<file path="src/rtl/machine_mode_types_1_12_pkg.sv">
// Shared types for the v1.12 machine-mode privilege block.
package machine_mode_types_1_12_pkg;

    localparam int unsigned MCSR_ADDR_W = 12;
    localparam int unsigned WORD_W      = 32;

    typedef logic [MCSR_ADDR_W-1:0] mcsr_addr_t;
    typedef logic [WORD_W-1:0]      word_t;

    typedef enum logic [1:0] {
        PRIV_U    = 2'b00,
        PRIV_S    = 2'b01,
        PRIV_RSVD = 2'b10,
        PRIV_M    = 2'b11
    } priv_level_t;

    typedef enum logic [1:0] {
        CSR_READ  = 2'b00,
        CSR_WRITE = 2'b01,
        CSR_SET   = 2'b10,
        CSR_CLEAR = 2'b11
    } csr_acc_op_t;

    typedef enum logic [1:0] {
        ST_IDLE   = 2'b00,
        ST_ACCESS = 2'b01,
        ST_RESP   = 2'b10
    } csr_acc_state_t;

    // A write-type access to a read-only CSR (addr[11:10]==2'b11) is illegal, as is any
    // access above the current privilege or to an unimplemented address.
    function automatic logic csr_access_illegal(
        input mcsr_addr_t  addr,
        input priv_level_t priv,
        input logic        wr_intent,
        input logic        invalid
    );
        return invalid
            | (addr[9:8] > 2'(priv))
            | (wr_intent & (addr[11:10] == 2'b11));
    endfunction

endpackage

</file>
<file path="src/rtl/priv_1_12_csr_rr_arbiter.sv">
// Two-way requester arbiter: round-robin (RR_ARB=1) or fixed priority to req 0 (RR_ARB=0).
module priv_1_12_csr_rr_arbiter #(
    parameter bit RR_ARB = 1'b1
) (
    input  logic       CLK,
    input  logic       nRST,
    input  logic [1:0] req,
    input  logic       advance,
    output logic [1:0] grant
);

    // Requester that won most recently; resets to 1 so req 0 wins the first tie.
    logic rr_last;

    // Winner selection.
    always_comb begin
        grant = 2'b00;
        if (RR_ARB) begin
            if (req == 2'b11) begin
                grant = rr_last ? 2'b01 : 2'b10;
            end else begin
                grant = req;
            end
        end else begin
            if (req[0]) begin
                grant = 2'b01;
            end else if (req[1]) begin
                grant = 2'b10;
            end
        end
    end

    // Remember the winner whenever a grant is consumed.
    always_ff @(posedge CLK or negedge nRST) begin
        if (!nRST) begin
            rr_last <= 1'b1;
        end else if (advance && (grant != 2'b00)) begin
            rr_last <= grant[1];
        end
    end

endmodule

</file>
<file path="src/rtl/priv_1_12_csr_access_ctrl.sv">
// Shares the privilege-block CSR file port between the pipeline (req 0) and the
// debug/trap-service agent (req 1): arbitrate, check permission, strobe once, respond.
module priv_1_12_csr_access_ctrl
    import machine_mode_types_1_12_pkg::*;
#(
    parameter bit          RR_ARB = 1'b1,
    parameter int unsigned ADDR_W = 12,
    parameter int unsigned DATA_W = 32
) (
    input  logic                   CLK,
    input  logic                   nRST,
    input  logic [1:0]             req,
    input  logic [1:0][1:0]        req_op,
    input  logic [1:0][ADDR_W-1:0] req_addr,
    input  logic [1:0][DATA_W-1:0] req_wdata,
    output logic [1:0]             done,
    output logic [1:0][DATA_W-1:0] rdata,
    output logic [1:0]             err,
    input  priv_level_t            curr_priv,
    output logic [ADDR_W-1:0]      csr_addr,
    output logic                   csr_write,
    output logic                   csr_set,
    output logic                   csr_clear,
    output logic [DATA_W-1:0]      new_csr_val,
    input  logic [DATA_W-1:0]      old_csr_val,
    input  logic                   invalid_csr
);

    csr_acc_state_t state_q;
    csr_acc_state_t state_d;
    logic [1:0]     grant;
    logic           advance;
    logic           id_q;
    csr_acc_op_t    op_q;
    logic           wr_intent;
    logic           illegal;

    priv_1_12_csr_rr_arbiter #(
        .RR_ARB (RR_ARB)
    ) u_arb (
        .CLK     (CLK),
        .nRST    (nRST),
        .req     (req),
        .advance (advance),
        .grant   (grant)
    );

    // State register.
    always_ff @(posedge CLK or negedge nRST) begin
        if (!nRST) begin
            state_q <= ST_IDLE;
        end else begin
            state_q <= state_d;
        end
    end

    // Next state: one transaction in flight, IDLE -> ACCESS -> RESP -> IDLE.
    always_comb begin
        state_d = state_q;
        advance = 1'b0;
        unique case (state_q)
            ST_IDLE: begin
                if (|grant) begin
                    advance = 1'b1;
                    state_d = ST_ACCESS;
                end
            end
            ST_ACCESS: state_d = ST_RESP;
            ST_RESP:   state_d = ST_IDLE;
            default:   state_d = ST_IDLE;
        endcase
    end

    // Latch the winner; csr_addr/new_csr_val double as the address/data latch and are
    // only non-zero for the ACCESS cycle.
    always_ff @(posedge CLK or negedge nRST) begin
        if (!nRST) begin
            id_q        <= 1'b0;
            op_q        <= CSR_READ;
            csr_addr    <= '0;
            new_csr_val <= '0;
        end else if (advance) begin
            id_q        <= grant[1];
            op_q        <= csr_acc_op_t'(req_op[grant[1]]);
            csr_addr    <= req_addr[grant[1]];
            new_csr_val <= req_wdata[grant[1]];
        end else if (state_q == ST_ACCESS) begin
            csr_addr    <= '0;
            new_csr_val <= '0;
        end
    end

    // Permission check and strobe decode; strobes follow invalid_csr within the ACCESS
    // cycle, and an async reset clears state_q so they drop immediately.
    always_comb begin
        csr_write = 1'b0;
        csr_set   = 1'b0;
        csr_clear = 1'b0;
        wr_intent = (op_q == CSR_WRITE)
                  | (((op_q == CSR_SET) | (op_q == CSR_CLEAR)) & (new_csr_val != '0));
        illegal   = csr_access_illegal(mcsr_addr_t'(csr_addr), curr_priv, wr_intent,
                                       invalid_csr);
        if ((state_q == ST_ACCESS) && wr_intent && !illegal) begin
            unique case (op_q)
                CSR_WRITE: csr_write = 1'b1;
                CSR_SET:   csr_set   = 1'b1;
                CSR_CLEAR: csr_clear = 1'b1;
                default:   ;
            endcase
        end
    end

    // Response registers: one-cycle done with old value (zeroed on error) during RESP.
    always_ff @(posedge CLK or negedge nRST) begin
        if (!nRST) begin
            done  <= '0;
            err   <= '0;
            rdata <= '0;
        end else begin
            done  <= '0;
            err   <= '0;
            rdata <= '0;
            if (state_q == ST_ACCESS) begin
                done[id_q]  <= 1'b1;
                err[id_q]   <= illegal;
                rdata[id_q] <= illegal ? '0 : old_csr_val;
            end
        end
    end

endmodule

</file>
<file path="config.mk">
export PLATFORM = sky130hd
export DESIGN_NAME = priv_1_12_csr_access_ctrl
export DESIGN_NICKNAME = d
export VERILOG_FILES = /design/src/rtl/machine_mode_types_1_12_pkg.sv /design/src/rtl/priv_1_12_csr_rr_arbiter.sv /design/src/rtl/priv_1_12_csr_access_ctrl.sv
export SDC_FILE = /design/constraint.sdc
export NUM_CORES = 1
export LEC_CHECK = 0
export CORE_MARGIN = 1.5
export CORE_UTILIZATION = 42
export DETAILED_ROUTE_END_ITERATION = 7
export GPL_ROUTABILITY_DRIVEN = 1
export PLACE_DENSITY_LB_ADDON = 0.05
export SYNTH_ARGS = -nofsm -noshare
export SYNTH_HDL_FRONTEND = slang
export SYNTH_SLANG_ARGS = --single-unit
</file>
<file path="constraint.sdc">
create_clock -name CLK -period 4 [get_ports CLK]
set_clock_uncertainty 0.1 [all_clocks]
set_input_delay 1 -clock CLK [delete_from_list [all_inputs] [get_ports CLK]]
set_output_delay 1 -clock CLK [all_outputs]
set_load 0.02 [all_outputs]
</file>
# Word-level counts from Yosys, hierarchy flattened
# Cells that the tools add are included.
[word_totals]
register_bits = 118
inputBits = 131
output_inout_bits = 115
[classes]
n_lt_le_gt_ge = 4
n_eq_ne = 7
mux = 30
bitwise_logic = 8
n_reduce_logical = 10
[op_table]
columns = ["op", "count"]
rows = [
  ["$mux 32", 6],
  ["$and 64x64->64", 1],
  ["$mux 64", 1],
  ["$mux 12", 4],
  ["$demux 32 s1", 1],
  ["$reduce_bool 32->1", 1],
  ["$mux 2", 7],
  ["$mux 1", 9],
  ["$eq 2x2->1 const B", 4],
  ["$eq 2x1->1 const B", 2],
  ["$logic_and 1x1->1", 4],
  ["$lt 1x2->1 const B", 2],
  ["$or 1x1->1", 4],
  ["$pmux 2 s2", 1],
  ["$reduce_bool 2->1", 2],
  ["$and 1x1->1", 2],
  ["$and 2x2->2", 1],
  ["$gt 2x2->1", 1],
  ["$logic_not 2->1", 1],
  ["$ne 2x2->1 const B", 1],
  ["$reduce_or 2->1", 1],
  ["$demux 1 s1", 1],
  ["$ge 1x1->1 const B", 1],
  ["$logic_not 1->1", 1],
]

# Longest topological paths before layout
[depth]
word_depth = 9
depth_mapped = 8
mapped_depth_nobuf = 6

# Modules after synthesis
# Synthesis repeated with hierarchy kept, for this count alone.
[unflattened]
hier_cells = 558
area_unflattened_um2 = 5585.4
[by_module_without_submodules]
columns = ["mod", "instances", "cells_each", "area_per_inst_um2", "seq_area_each_um2"]
rows = [
  ["priv_1_12_csr_access_ctrl", 1, 552, 5529.1, 2927.8],
  ["priv_1_12_csr_rr_arbiter", 1, 6, 56.3, 26.3],
]

# Worst setup path before layout
# No wires, ideal clock.
[synth_timing]
kind = "input -> output"
startpoint = "in curr_priv[1]"
endpoint = "out csr_set"
arrival_time_ns = 2.840
path_slack_ns = 0.060
cell_stages = 7
n_path_buf = 1
path_cell_list = "inv_1 -> ha_1 -> nor2b_1 -> o31ai_1 -> buf_2 -> nand3_1 -> nor4b_1"
[synth_between]
elab_chain_len = 6
[synth_lines]
columns = ["element", "line_no", "rtl"]
rows = [
  ["start, declared", "priv_1_12_csr_access_ctrl.sv:19", "input priv_level_t curr_priv,"],
  ["$gt 2x2->1", "machine_mode_types_1_12_pkg.sv:39", "| (addr[9:8] > 2'(priv))"],
  ["$or 1x1->1", "machine_mode_types_1_12_pkg.sv:39", ""],
  ["$or 1x1->1", "machine_mode_types_1_12_pkg.sv:40", "| (wr_intent & (addr[11:10] == 2'b11));"],
  ["$logic_not 1->1", "priv_1_12_csr_access_ctrl.sv:103", "if ((state_q == ST_ACCESS) && wr_intent && !illegal) begin"],
  ["$logic_and 1x1->1", "priv_1_12_csr_access_ctrl.sv:103", ""],
  ["$mux 1", "priv_1_12_csr_access_ctrl.sv:103", ""],
  ["end, declared", "priv_1_12_csr_access_ctrl.sv:22", "output logic csr_set,"],
]
# No other way between the ends.

# Worst setup path in the final report
[layout_timing]
startpoint = "in curr_priv[1]"
endpoint = "out csr_write"
[layout_between]
elab_chain_len = 6
[layout_lines]
columns = ["element", "line_no", "rtl"]
rows = [
  ["$gt 2x2->1", "machine_mode_types_1_12_pkg.sv:39", ""],
  ["$or 1x1->1", "machine_mode_types_1_12_pkg.sv:39", ""],
  ["$or 1x1->1", "machine_mode_types_1_12_pkg.sv:40", ""],
  ["$logic_not 1->1", "priv_1_12_csr_access_ctrl.sv:103", ""],
  ["$logic_and 1x1->1", "priv_1_12_csr_access_ctrl.sv:103", ""],
  ["$mux 1", "priv_1_12_csr_access_ctrl.sv:103", ""],
  ["end, declared", "priv_1_12_csr_access_ctrl.sv:21", "output logic csr_write,"],
]
# No other way between the ends.

==> flow_summary.yaml <==
run_status:
  status: "finished clean"
floorplanning:
  die_h_microns: 118
  core_sq_mm: 0.0128
  rows: 41
  io_pins: 246
  start_util_pct: 43.6
  die_area_sq_mm: 0.0140
  dieWidth_microns: 118
route:
  dr.pass1.iters: 4
  avgViaCountPerCell: 5.53
  postRouteWirelength_microns: 16600
  initialDrtViolationCount: 483
  drc: 0
  wl_per_cell_microns: 17.5
  vias: 5261
  final_antenna_net_count: 0
placed_design:
  dpl.cell_count: 921
  dp_hpwl_microns: 11100
  place_area_sq_mm: 0.00814
  port-buffer-count: 245
  gp_congestion: 0.777
cts:
  cts_made_buffers: 17
  cts_tree: "built"
  ctsResizeCount: 7
  clock_sinks: 118
  cts_setup_buffers: 0
  clockBufferDepth: 2
  cts-htree-levels: 4
  clkTransAtPathRegs_ns: 0.06
  clk_root_buffer_cell: "clkbuf_16"
  worstSkewPairLatency_ns: 0.41
  ctsHoldBuffers: 0
layout:
  area_delta_synth_final_pct: 57.1
  diodes: 0
  fin_cells: 952
  final_area_sq_mm: 0.00875
  fill_cells: 974
  finalNetCount: 901
  utilization_pct: 68.5
  drive_gt1_share_pct: 9.87
yosys:
  synth_common_cells: "117 x dfrtp_1, 74 x nand2_1, 64 x nand4_1, 48 x o21ai_0, 46 x mux2i_1"
  synth_seq_cells: 118
  syn-mean-instance-area_sq_um: 10.0
  yosysSeqAreaShare_pct: 53.1
  synth_edf_count: 0
  synth_top_area_cell: "dfrtp_1"
  async_flop_share_pct: 100
  synthFlopType: "dfrtp_1"
  synth.most_common_cell: "dfrtp_1"
  synthesis.nets: 689
  syn_inst: 556
  synth_area_sq_mm: 0.00557
  yosys.cell_types.count: 30
  netlist_top_cells_area: "dfrtp_1 53%, mux2i_1 8.3%, nand4_1 7.2%, nand2_1 5.0%, o22ai_1 4.9%"
  yosysWarnings: 0
  synth.top_cell.area_share_pct: 52.6
global_routing:
  grt.overflow.total: 0
  globalRouteTotalUtil_pct: 24.3
  grt_pass1_wl_microns: 26900
  use_met1_pct: 29.5
  grtUsageMet3_pct: 8.01
  grt_start_max_net_pins: 75
  antenna_found_initial: 0
  met2_usage_pct: 40.5
  grt-busiest-layer: "met2"
  grt_pass1_vias: 5251
critical_path:
  crit_arrival_ns: 2.74
  r2r_start: "state_q[1]$_DFFE_PN0P_"
  critPathCaptureType: "primary output"
  r2r_end: "rdata[27]$_DFF_PN0_"
  critPathMaxFanout: 2
  reg2reg_depth: 6
  r2r_setup_slack_ns: 1.29
  critical_path_class: "in -> out"
  critPathRequiredTime_ns: 2.90
  cp-start-kind: "primary input"
sta:
  setup_viol_count_final: 0
  max_freq_mhz: 260
  worstMarginPinSlew_ns: 0.942
  rsz0062_at_grt: "false"
  setup_tns_ns: 0
  hold_viol_final: 0
  holdWs_ns: 0.408
  slew_headroom_pct: 37.2
  finalCriticalPeriod_ns: 3.84
  final-max-slew-violation-count: 0
  min_period_over_period_pct: 96.0
hold_path:
  worstHoldStart: "csr_addr[5]$_DFFE_PN0P_"
  min_path_type: "reg -> reg"
  min_path_cells: 2
  hold_end: "csr_addr[5]$_DFFE_PN0P_"
power:
  peakVddDrop_uv: 442
  leakagePower_nw: 3.44
  power_density_mw_per_mm2: 657
job:
  cap_violations: 0
==> power by group <==
part | internal [mW] | switching, mW
sequential | 1.51 | 0.207
clock | 1.06 | 0.523
combinational | 0.949 | 1.51
total | 3.51 | 2.24
==> registers in the layout, summed over array words and instances (netlist names), 2 cells and up <==
register / flops
rdata: 64
new_csr_val: 32
csr_addr: 12
done: 2
err: 2
op_q: 2
state_q: 2
==> layout make-up <==
| class | count | area (sq um) | share of cell area [%] |
|---|---|---|---|
| Clock buffer | 23 | 498 | 5.69 |
| Clock inverter | 8 | 120 | 1.37 |
| Inverter | 5 | 18.8 | 0.215 |
| Multi-Input combinational cell | 369 | 2390 | 27.3 |
| Sequential cell | 118 | 2960 | 33.8 |
| Tap cell | 172 | 215 | 2.46 |
| Timing Repair Buffer | 257 | 2550 | 29.1 |
==> placed cells by master (no fill, tap or decap), drive strengths merged <==
master / instances
nand3: 45
bufinv: 3
buf: 14
ha: 2
nand2: 74
mux2i: 46
nand2b: 1
nor2b: 1
clkinv: 3
o21ai: 49
nor4: 8
inv: 5
dfrtp: 117
nor3b: 1
or4: 1
clkdlybuf4s50: 241
a21boi: 1
clkbuf: 25
o211a: 2
o31ai: 1
nor2: 4
a31oi: 1
dfstp: 1
nand3b: 1
clkinvlp: 2
nand4: 64
o22ai: 64
nor3: 1
nor4b: 1
a21oi: 1
==> worst max path at each step <==
stage	cells past startpoint	start	endpoint	slack (ns)
after detailed placement	8	curr_priv[1]	csr_set	-0.31
after CTS	9	curr_priv[1]	csr_write	0.009
after global placement	8	curr_priv[1]	csr_set	-0.27
final	9	curr_priv[1]	csr_write	0.16
after floorplan	7	curr_priv[1]	csr_set	0.06
after global routing	9	curr_priv[1]	csr_write	0.03
==> metrics by stage <==
step,power [mW],setup slack (ns)
floorplan,3.09,0.0601
global placement,4.13,-0.270
detailed placement,4.19,-0.311
CTS,5.79,0.00894
global route,6.07,0.0293
finish,5.75,0.160
==> cell families (layout without fill, tap and decap cells) <==
kind of cell,count (synthesis),after routing,share of synthesized area [%]
DFF,118,118,53.1
and+or+nand+nor,202,202,18.3
muxes,46,46,8.27
adders and majority gates,2,2,0.449
AOI/OAI and AO/OA,119,119,14.7
buffers and inverters,69,293,5.28
==> routing by layer <==
| metal | part of all wire [%] | up-vias |
|---|---|---|
| met1 | 40 | 2553 |
| met4 | 1.9 | 0 |
| met2 | 50 | 207 |
| li1 | - | 2476 |
| met3 | 7.8 | 25 |
| met5 | 0 | - |
==> worst max-delay path: stages <==
cell and delay [ns]:
clkdlybuf4s50_1 0.46, inv_1 0.04, ha_1 0.30, nor2b_1 0.16, o31ai_4 0.20, buf_4 0.17, o21ai_4 0.05, nor3_1 0.16
clkbuf_2 0.20
Note: power is estimated with default switching activity, not from simulation.
